===== config.mk =====
export PLATFORM = sky130hd
export DESIGN_NAME = move_sequencer
export DESIGN_NICKNAME = d
export VERILOG_FILES = /design/src/rtl/move_sequencer.sv
export SDC_FILE = /design/constraint.sdc
export NUM_CORES = 1
export LEC_CHECK = 0
export ABC_AREA = 1
export BUFFER_PORTS_ARGS = -buffer_cell sky130_fd_sc_hd__buf_2
export CAP_MARGIN = 40
export CORE_ASPECT_RATIO = 1.75
export CORE_UTILIZATION = 43
export DETAILED_ROUTE_END_ITERATION = 12
export HOLD_SLACK_MARGIN = 0.15
export PLACE_DENSITY = 0.69
export SLEW_MARGIN = 15
export SYNTH_ARGS = -nofsm -noshare
export SYNTH_HDL_FRONTEND = slang
export SYNTH_SLANG_ARGS = --single-unit
export TNS_END_PERCENT = 1

===== constraint.sdc =====
create_clock -name clk -period 1.94 [get_ports clk]
set_input_delay 0.194 -clock clk [delete_from_list [all_inputs] [get_ports clk]]
set_output_delay 0.194 -clock clk [all_outputs]
set_load 0.02 [all_outputs]

===== src/rtl/move_sequencer.sv =====
// ---------------------------------------------------------------------------
// move_sequencer
// Sequences the heading PID datapath for a single move command. A move
// turns the robot in place until the heading error settles. It then ramps
// forward speed up while counting centre-line crossings, and decelerates
// to a stop once the requested distance has been covered.
//
// Ports:
//   clk          system clock, rising edge
//   rst_n        synchronous active-low reset
//   go           one-cycle move request (ignored while busy)
//   hdg_in[11:0] desired heading, latched on an accepted go
//   sqrs[3:0]    squares to travel; two line crossings per square
//   heading_rdy  one-cycle pulse marking a fresh error sample
//   error[11:0]  signed heading error from the datapath
//   cntrIR       centre-line sensor level (already synchronised)
//   moving       PID enable
//   frwrd[9:0]   ramped forward speed to the PID
//   dsrd_hdg     latched heading reference
//   busy         move in progress
//   done         one-cycle completion pulse
// ---------------------------------------------------------------------------
module move_sequencer #(
  parameter logic [9:0]  FRWRD_INC = 10'h020,
  parameter logic [9:0]  FRWRD_MAX = 10'h2C0,
  parameter logic [11:0] TURN_TOL  = 12'h030
) (
  input  logic        clk,
  input  logic        rst_n,
  input  logic        go,
  input  logic [11:0] hdg_in,
  input  logic [3:0]  sqrs,
  input  logic        heading_rdy,
  input  logic [11:0] error,
  input  logic        cntrIR,
  output logic        moving,
  output logic [9:0]  frwrd,
  output logic [11:0] dsrd_hdg,
  output logic        busy,
  output logic        done
);

  localparam logic [1:0] IDLE  = 2'd0;
  localparam logic [1:0] TURN  = 2'd1;
  localparam logic [1:0] RAMP  = 2'd2;
  localparam logic [1:0] DECEL = 2'd3;

  // Deceleration is twice as aggressive as the ramp-up.
  localparam logic [10:0] DEC_STEP = {FRWRD_INC, 1'b0};

  logic [1:0]  r_state;
  logic [1:0]  w_nextState;
  logic [4:0]  r_target;
  logic [4:0]  r_crossCnt;
  logic        r_cntrSeen;
  logic        r_cntrPrev;
  logic [9:0]  r_frwrd;
  logic [11:0] r_dsrdHdg;
  logic        r_busy;
  logic        r_done;

  logic [11:0] w_absErr;
  logic        w_turnDone;
  logic        w_rise;
  logic [10:0] w_rampSum;
  logic [9:0]  w_rampNext;
  logic [9:0]  w_decelNext;

  // Magnitude of the heading error. The most negative code has no positive
  // twin in 12 bits, so it is clamped to the largest positive value.
  always_comb begin
    w_absErr = error;
    if (error == 12'h800) begin
      w_absErr = 12'h7FF;
    end else if (error[11]) begin
      w_absErr = ~error + 12'd1;
    end
  end

  // The sum uses one spare bit, so a speed near the ceiling cannot wrap
  // before it is clamped.
  always_comb begin
    w_turnDone  = heading_rdy && (w_absErr < TURN_TOL);
    w_rise      = r_cntrSeen & ~r_cntrPrev;
    w_rampSum   = {1'b0, r_frwrd} + {1'b0, FRWRD_INC};
    w_rampNext  = (w_rampSum > {1'b0, FRWRD_MAX}) ? FRWRD_MAX : w_rampSum[9:0];
    w_decelNext = ({1'b0, r_frwrd} > DEC_STEP) ? (r_frwrd - DEC_STEP[9:0]) : 10'd0;
  end

  // Next-state logic. In RAMP, distance completion is checked every cycle,
  // independent of heading_rdy. A zero-square move finishes straight from
  // TURN.
  always_comb begin
    w_nextState = r_state;
    case (r_state)
      IDLE:    if (go) w_nextState = TURN;
      TURN:    if (w_turnDone) w_nextState = (r_target == 5'd0) ? IDLE : RAMP;
      RAMP:    if (r_crossCnt == r_target) w_nextState = DECEL;
      DECEL:   if (heading_rdy && (r_frwrd == 10'd0)) w_nextState = IDLE;
      default: w_nextState = IDLE;
    endcase
  end

  // State register, with busy/moving and done registered from the next
  // state. This keeps every output a clean flop. done fires only on a
  // natural return to IDLE, never on reset.
  always_ff @(posedge clk) begin
    if (!rst_n) begin
      r_state <= IDLE;
      r_busy  <= 1'b0;
      r_done  <= 1'b0;
    end else begin
      r_state <= w_nextState;
      r_busy  <= (w_nextState != IDLE);
      r_done  <= (r_state != IDLE) && (w_nextState == IDLE);
    end
  end

  // Two-flop history of the line sensor. It tracks the sensor in every
  // state, so a line that is already high when RAMP starts never looks like
  // a fresh rise. The rise is taken from the registered pair, which is why a
  // crossing is counted one cycle after it is first sampled.
  always_ff @(posedge clk) begin
    if (!rst_n) begin
      r_cntrSeen <= 1'b0;
      r_cntrPrev <= 1'b0;
    end else begin
      r_cntrSeen <= cntrIR;
      r_cntrPrev <= r_cntrSeen;
    end
  end

  // Move parameters, crossing counter and speed profile. The heading
  // reference keeps its value after the move completes. Crossings count only
  // in RAMP, and the count stops at 31.
  always_ff @(posedge clk) begin
    if (!rst_n) begin
      r_frwrd    <= 10'd0;
      r_dsrdHdg  <= 12'd0;
      r_target   <= 5'd0;
      r_crossCnt <= 5'd0;
    end else begin
      case (r_state)
        IDLE: begin
          r_frwrd <= 10'd0;
          if (go) begin
            r_dsrdHdg  <= hdg_in;
            r_target   <= {sqrs, 1'b0};
            r_crossCnt <= 5'd0;
          end
        end
        RAMP: begin
          if (heading_rdy) r_frwrd <= w_rampNext;
          if (w_rise && (r_crossCnt != 5'd31)) r_crossCnt <= r_crossCnt + 5'd1;
        end
        DECEL: begin
          if (heading_rdy && (r_frwrd != 10'd0)) r_frwrd <= w_decelNext;
        end
        default: begin
        end
      endcase
    end
  end

  assign moving   = r_busy;
  assign busy     = r_busy;
  assign done     = r_done;
  assign frwrd    = r_frwrd;
  assign dsrd_hdg = r_dsrdHdg;

endmodule


# --- After elaboration in Yosys (flattened, before gate mapping) ---
# Cells that the tools add are included.
word_totals:
  out_inout_bits: 25
  word_cells: 62
  regBits: 37
classes:
  n_eq_ne: 10
  mux: 16
  bitwise_logic: 3
  add_sub_neg: 4
  n_reduce_logical: 17
  magnitude_cmp: 3
op_table:
  columns: ["cell", "n"]
  rows:
  - ["$mux 10", 4]
  - ["$pmux 10 s3", 1]
  - ["$mux 12", 2]
  - ["$add 12x1->12 const B", 1]
  - ["$eq 12x12->1 const B", 1]
  - ["$lt 12x6->1 const B", 1]
  - ["$not 12->12", 1]
  - ["$add 10x6->11 const B", 1]
  - ["$gt 11x10->1 const B", 1]
  - ["$gt 10x7->1 const B", 1]
  - ["$logic_not 10->1", 1]
  - ["$mux 2", 5]
  - ["$mux 5", 2]
  - ["$pmux 5 s2", 1]
  - ["$reduce_bool 10->1", 1]
  - ["$sub 10x7->10 const B", 1]
  - ["$ne 2x2->1 const B", 4]
  - ["$pmux 2 s4", 1]
  - ["$reduce_and 3->1", 2]
  - ["$reduce_bool 2->1", 3]
  - ["$add 5x1->5 const B", 1]
  - ["$eq 5x5->1", 1]
  - ["$logic_and 1x1->1", 5]
  - ["$logic_not 5->1", 1]
  - ["other kinds (8)", 10]

# --- Logic depth before layout (Yosys ltp) ---
logic_depth:
  depth_word: 10
  mapped_depth: 14

# --- Worst setup path before layout ---
# No wires, ideal clock.
synth_path:
  path_kind: "reg2reg"
  from: "reg r_frwrd[5] (netlist: frwrd[5])"
  to: "reg r_frwrd[7] (netlist: frwrd[7])"
  t_required_ns: 1.817
  setup_slack_ns: 0.226
  arrival_time_ns: 1.591
  stages_incl_launch_ff: 11
  synth_period_minus_slack_ns: 1.714
  n_path_buf: 0
  cell_sequence: "dfxtp_1 > inv_1 > ha_1 > nor3_1 > nand3_1 > nand2_1 > nand2_1 > nand2_1 > nand2_1 > nand2_1 > a21oi_1"
synth_via:
  elab_chain_len: 5
  word_cells_on_any_way: 13
synth_rtl:
  columns: ["item", "line_no", "source"]
  rows:
  - ["start: declaration", "57", "logic [9:0] r_frwrd;"]
  - ["start signal: assignment", "153", "if (heading_rdy) r_frwrd <= w_rampNext;"]
  - ["start signal: assignment", "157", "if (heading_rdy && (r_frwrd != 10'd0)) r_frwrd <= w_decelNext;"]
  - ["$add 10x6->11", "85", "w_rampSum = {1'b0, r_frwrd} + {1'b0, FRWRD_INC};"]
  - ["$gt 11x10->1", "86", "w_rampNext = (w_rampSum > {1'b0, FRWRD_MAX}) ? FRWRD_MAX : w_rampSum[9:0];"]
  - ["$mux 10", "86", null]
  - ["$mux 10", "153", null]
  - ["$pmux 10 s3", "143", "case (r_state)"]
# Parallel ways exist; a longest one is shown, timed or not. The select of a mux whose other input is x is not followed.
# A chain may end at the register's enable or synchronous reset.

# --- Final worst setup path ---
layout_path:
  from: "reg r_frwrd[7] (netlist: frwrd[7])"
  to: "reg r_frwrd[8] (netlist: frwrd[8])"
# Same word-level chain as after synthesis.

==> results.cfg <==
[floorplan]
die_x_um = 52.0
io_pins = 58
dieArea_um2 = 4650
rows = 31
coreArea_um2 = 4150
initial_core_util_pct = 45.3
die_h_um = 89.5

[synth]
synth_warnings = 0
synth-edff-count = 0
synth_top_area_share_pct = 34.1
synth_area_um2 = 1880
yosys_register_bits = 32
netlist_top_cells_area = dfxtp_1, nand2_1, nor2_1
yosys.area.top_type = dfxtp_1
synthCells = 281
yosysUniqueCellTypes = 30
syn_area_per_cell_um2 = 6.69
ys_seq_area_share_pct = 34.1
synthFlopType = dfxtp_1
async_reset_ff_share_pct = 0

[drt]
wl_mm = 4.11
drt-initial-drc-count = 36
drt.antenna.violating_nets = 0
drtPass1Iterations = 4
viasPerCell = 4.83
drc = 0
wire_per_inst_um = 10.6
num_vias = 1868

[clock_tree]
clk_latency_ns = 0.29
postCtsSetupRepairBufs = 0
clockBufferDepth = 2
htreeDepth = 2
clock-sinks = 32
root_buffer = clkbuf_8
cts.clk_slew.worst_paths_ns = 0.07
cts_buffers = 5
cts_tree = built

[critical_path]
regToRegSetupSlack_ns = 0.20
crit_slowest_cell = dfxtp_1
crit_chain = ha_1, nand3_1, nor2_1, nor3_2, nand2_1, nand2_1, nand2_1, nand3_1, o21ai_1, nand2_1, a21oi_1
arrival_ns = 1.95
critical_path_class = reg -> reg
max_stage_delay_ns = 0.44
start_kind = flop
cpLargestDelayFamily = simple AND/OR/NAND/NOR gates
path_depth = 11
path_buf_inv = 0
reg2reg_depth = 11
crit_top_cell = nand2_1
worstPathMaxFanout = 7
worstPathRequired_ns = 2.15
crit_path_end_kind = flop

[finish]
final_area_um2 = 2320
syn_to_final_growth_pct = 23.2
drive_gt1_share_pct = 23.4
diodes = 0
register_area_um2 = 643
multi_input_area_um2 = 1050
fin_util_pct = 55.8
nets = 377
nFillCells = 438
instances_no_fill = 387

[flow_run]
maxCapViolCount = 0

[timing]
skew_ns = 0.00688
drv_slew = 0
fmax_mhz = 576
fin_crit_sh_pct = 89.6
fin_crit_ns = 1.74
final_hold_viol_count = 0
hold_ws_ns = 0.155
setup_viol = 0
final.setup.tns_ns = 0

[global_route]
grt_max_degree = 24
antenna_found_initial = 0
grt_pass1_wl_mm = 7.02
grt.total_usage_pct = 20.2
first_global_vias = 1783
globalRoute.totalOverflow = 0

[min_path]
hp-class = in -> reg
holdPathStages = 3

[placed_design]
gp_congestion = 0.856
numPortBuffers = 52
dp.cells = 377
place.detailed.hpwl_mm = 3.15
place_area_um2 = 2150

[power_and_ir_drop]
power_density_nw_per_um2 = 727
ir_drop_uv = 564
power.leakage_uw = 0.00122

[outcome]
outcome = completed
stage by stage:
step                      total power, uW  setup WS, ns
after floorplan                       914         0.226
after global placement                991         0.179
after detailed placement              995         0.165
after CTS                            1700         0.135
after global routing                 1770       -0.0168
final                                1680         0.203
report_power, final:
| part | internal, uW | switching, uW | total, uW |
|---|---|---|---|
| clock network | 453 | 249 | 702 |
| logic | 99.4 | 164 | 263 |
| registers | 695 | 23.9 | 718 |
| total | 1250 | 436 | 1680 |
layout make-up:
| cell class | instances | share of cell area [%] |
|---|---|---|
| clock inverter | 1 | 1.30 |
| tap | 49 | 2.65 |
| multi-input combinational | 206 | 45.5 |
| sequential | 32 | 27.8 |
| timing repair buffer | 56 | 12.7 |
| inverter | 36 | 5.83 |
| clock buffer | 7 | 4.16 |
worst register-to-register path, delay by kind of cell (launching register included):
family / cells / cell delay, ns
AO/OA/AOI/OAI: 2 / 0.21
AND/OR/NAND/NOR: 8 / 0.80
flip-flops: 1 / 0.44
adder cells (fa/ha/maj): 1 / 0.21
registers in the layout, indices dropped and copies added (netlist names):
name,flops
dsrd_hdg,12
frwrd,5
r_crossCnt,5
r_target,4
r_state,2
busy,1
done,1
r_cntrPrev,1
r_cntrSeen,1
worst paths after layout:
check | startpoint | to
min | hdg_in[6] | dsrd_hdg[6]
min reg2reg | r_cntrSeen | r_cntrPrev
max reg2reg | frwrd[7] | frwrd[8]
max | frwrd[7] | frwrd[8]
cells by family (layout without fill, tap and decap cells):
| kind of cell | Yosys count | count (layout) | synth area share (%) |
|---|---|---|---|
| simple gates | 142 | 142 | 32.9 |
| buf+inv | 47 | 100 | 11.4 |
| xor+xnor | 11 | 11 | 5.12 |
| other cells | 1 | 5 | 0.199 |
| compound gates | 41 | 41 | 11.6 |
| flops | 32 | 32 | 34.1 |
| fa+ha+maj | 7 | 7 | 4.66 |
what timing repair did:
action                                  CTS  global route
resized for setup                         0             4
endpoints found under the setup margin    0             5
hold buffers                              2             0
hold endpoints to repair                  2             0
metal layers:
metal | wire length [um] | vias to the layer above | part of all wire (%) | track usage [%]
met5 | 0 | - | 0 | 0
met4 | 73 | 0 | 1.8 | 10.1
met2 | 2250 | 46 | 55 | 39.9
met3 | 154 | 6 | 3.7 | 3.57
met1 | 1640 | 825 | 40 | 19.0
li1 | - | 991 | - | -
cell usage in the layout, fill, tap and decap left out, drive strengths merged, types with 2 or more instances in the layout:
master	instances
nor4	2
buf	54
dlygate4sd3	2
a21oi	13
ha	7
o21ai	24
conb	5
clkbuf	7
xnor2	4
inv	36
nand2	56
xor2	7
or2	2
dfxtp	32
nor3	2
nor2	57
nand3	22
cell usage after synthesis (2+ instances only):
library cell,instances
inv_1,32
a21oi_1,13
or2_1,2
xnor2_1,4
nand3_1,22
xor2_1,7
nor2_2,4
nor2_1,51
o21ai_0,21
nand2_2,2
o21ai_1,3
ha_1,7
dfxtp_1,32
inv_2,4
buf_4,7
nand2_1,53
clkbuf_1,2
nor2_4,2
nor3_1,2
No activity file was read; power rests on OpenSTA's default activity.
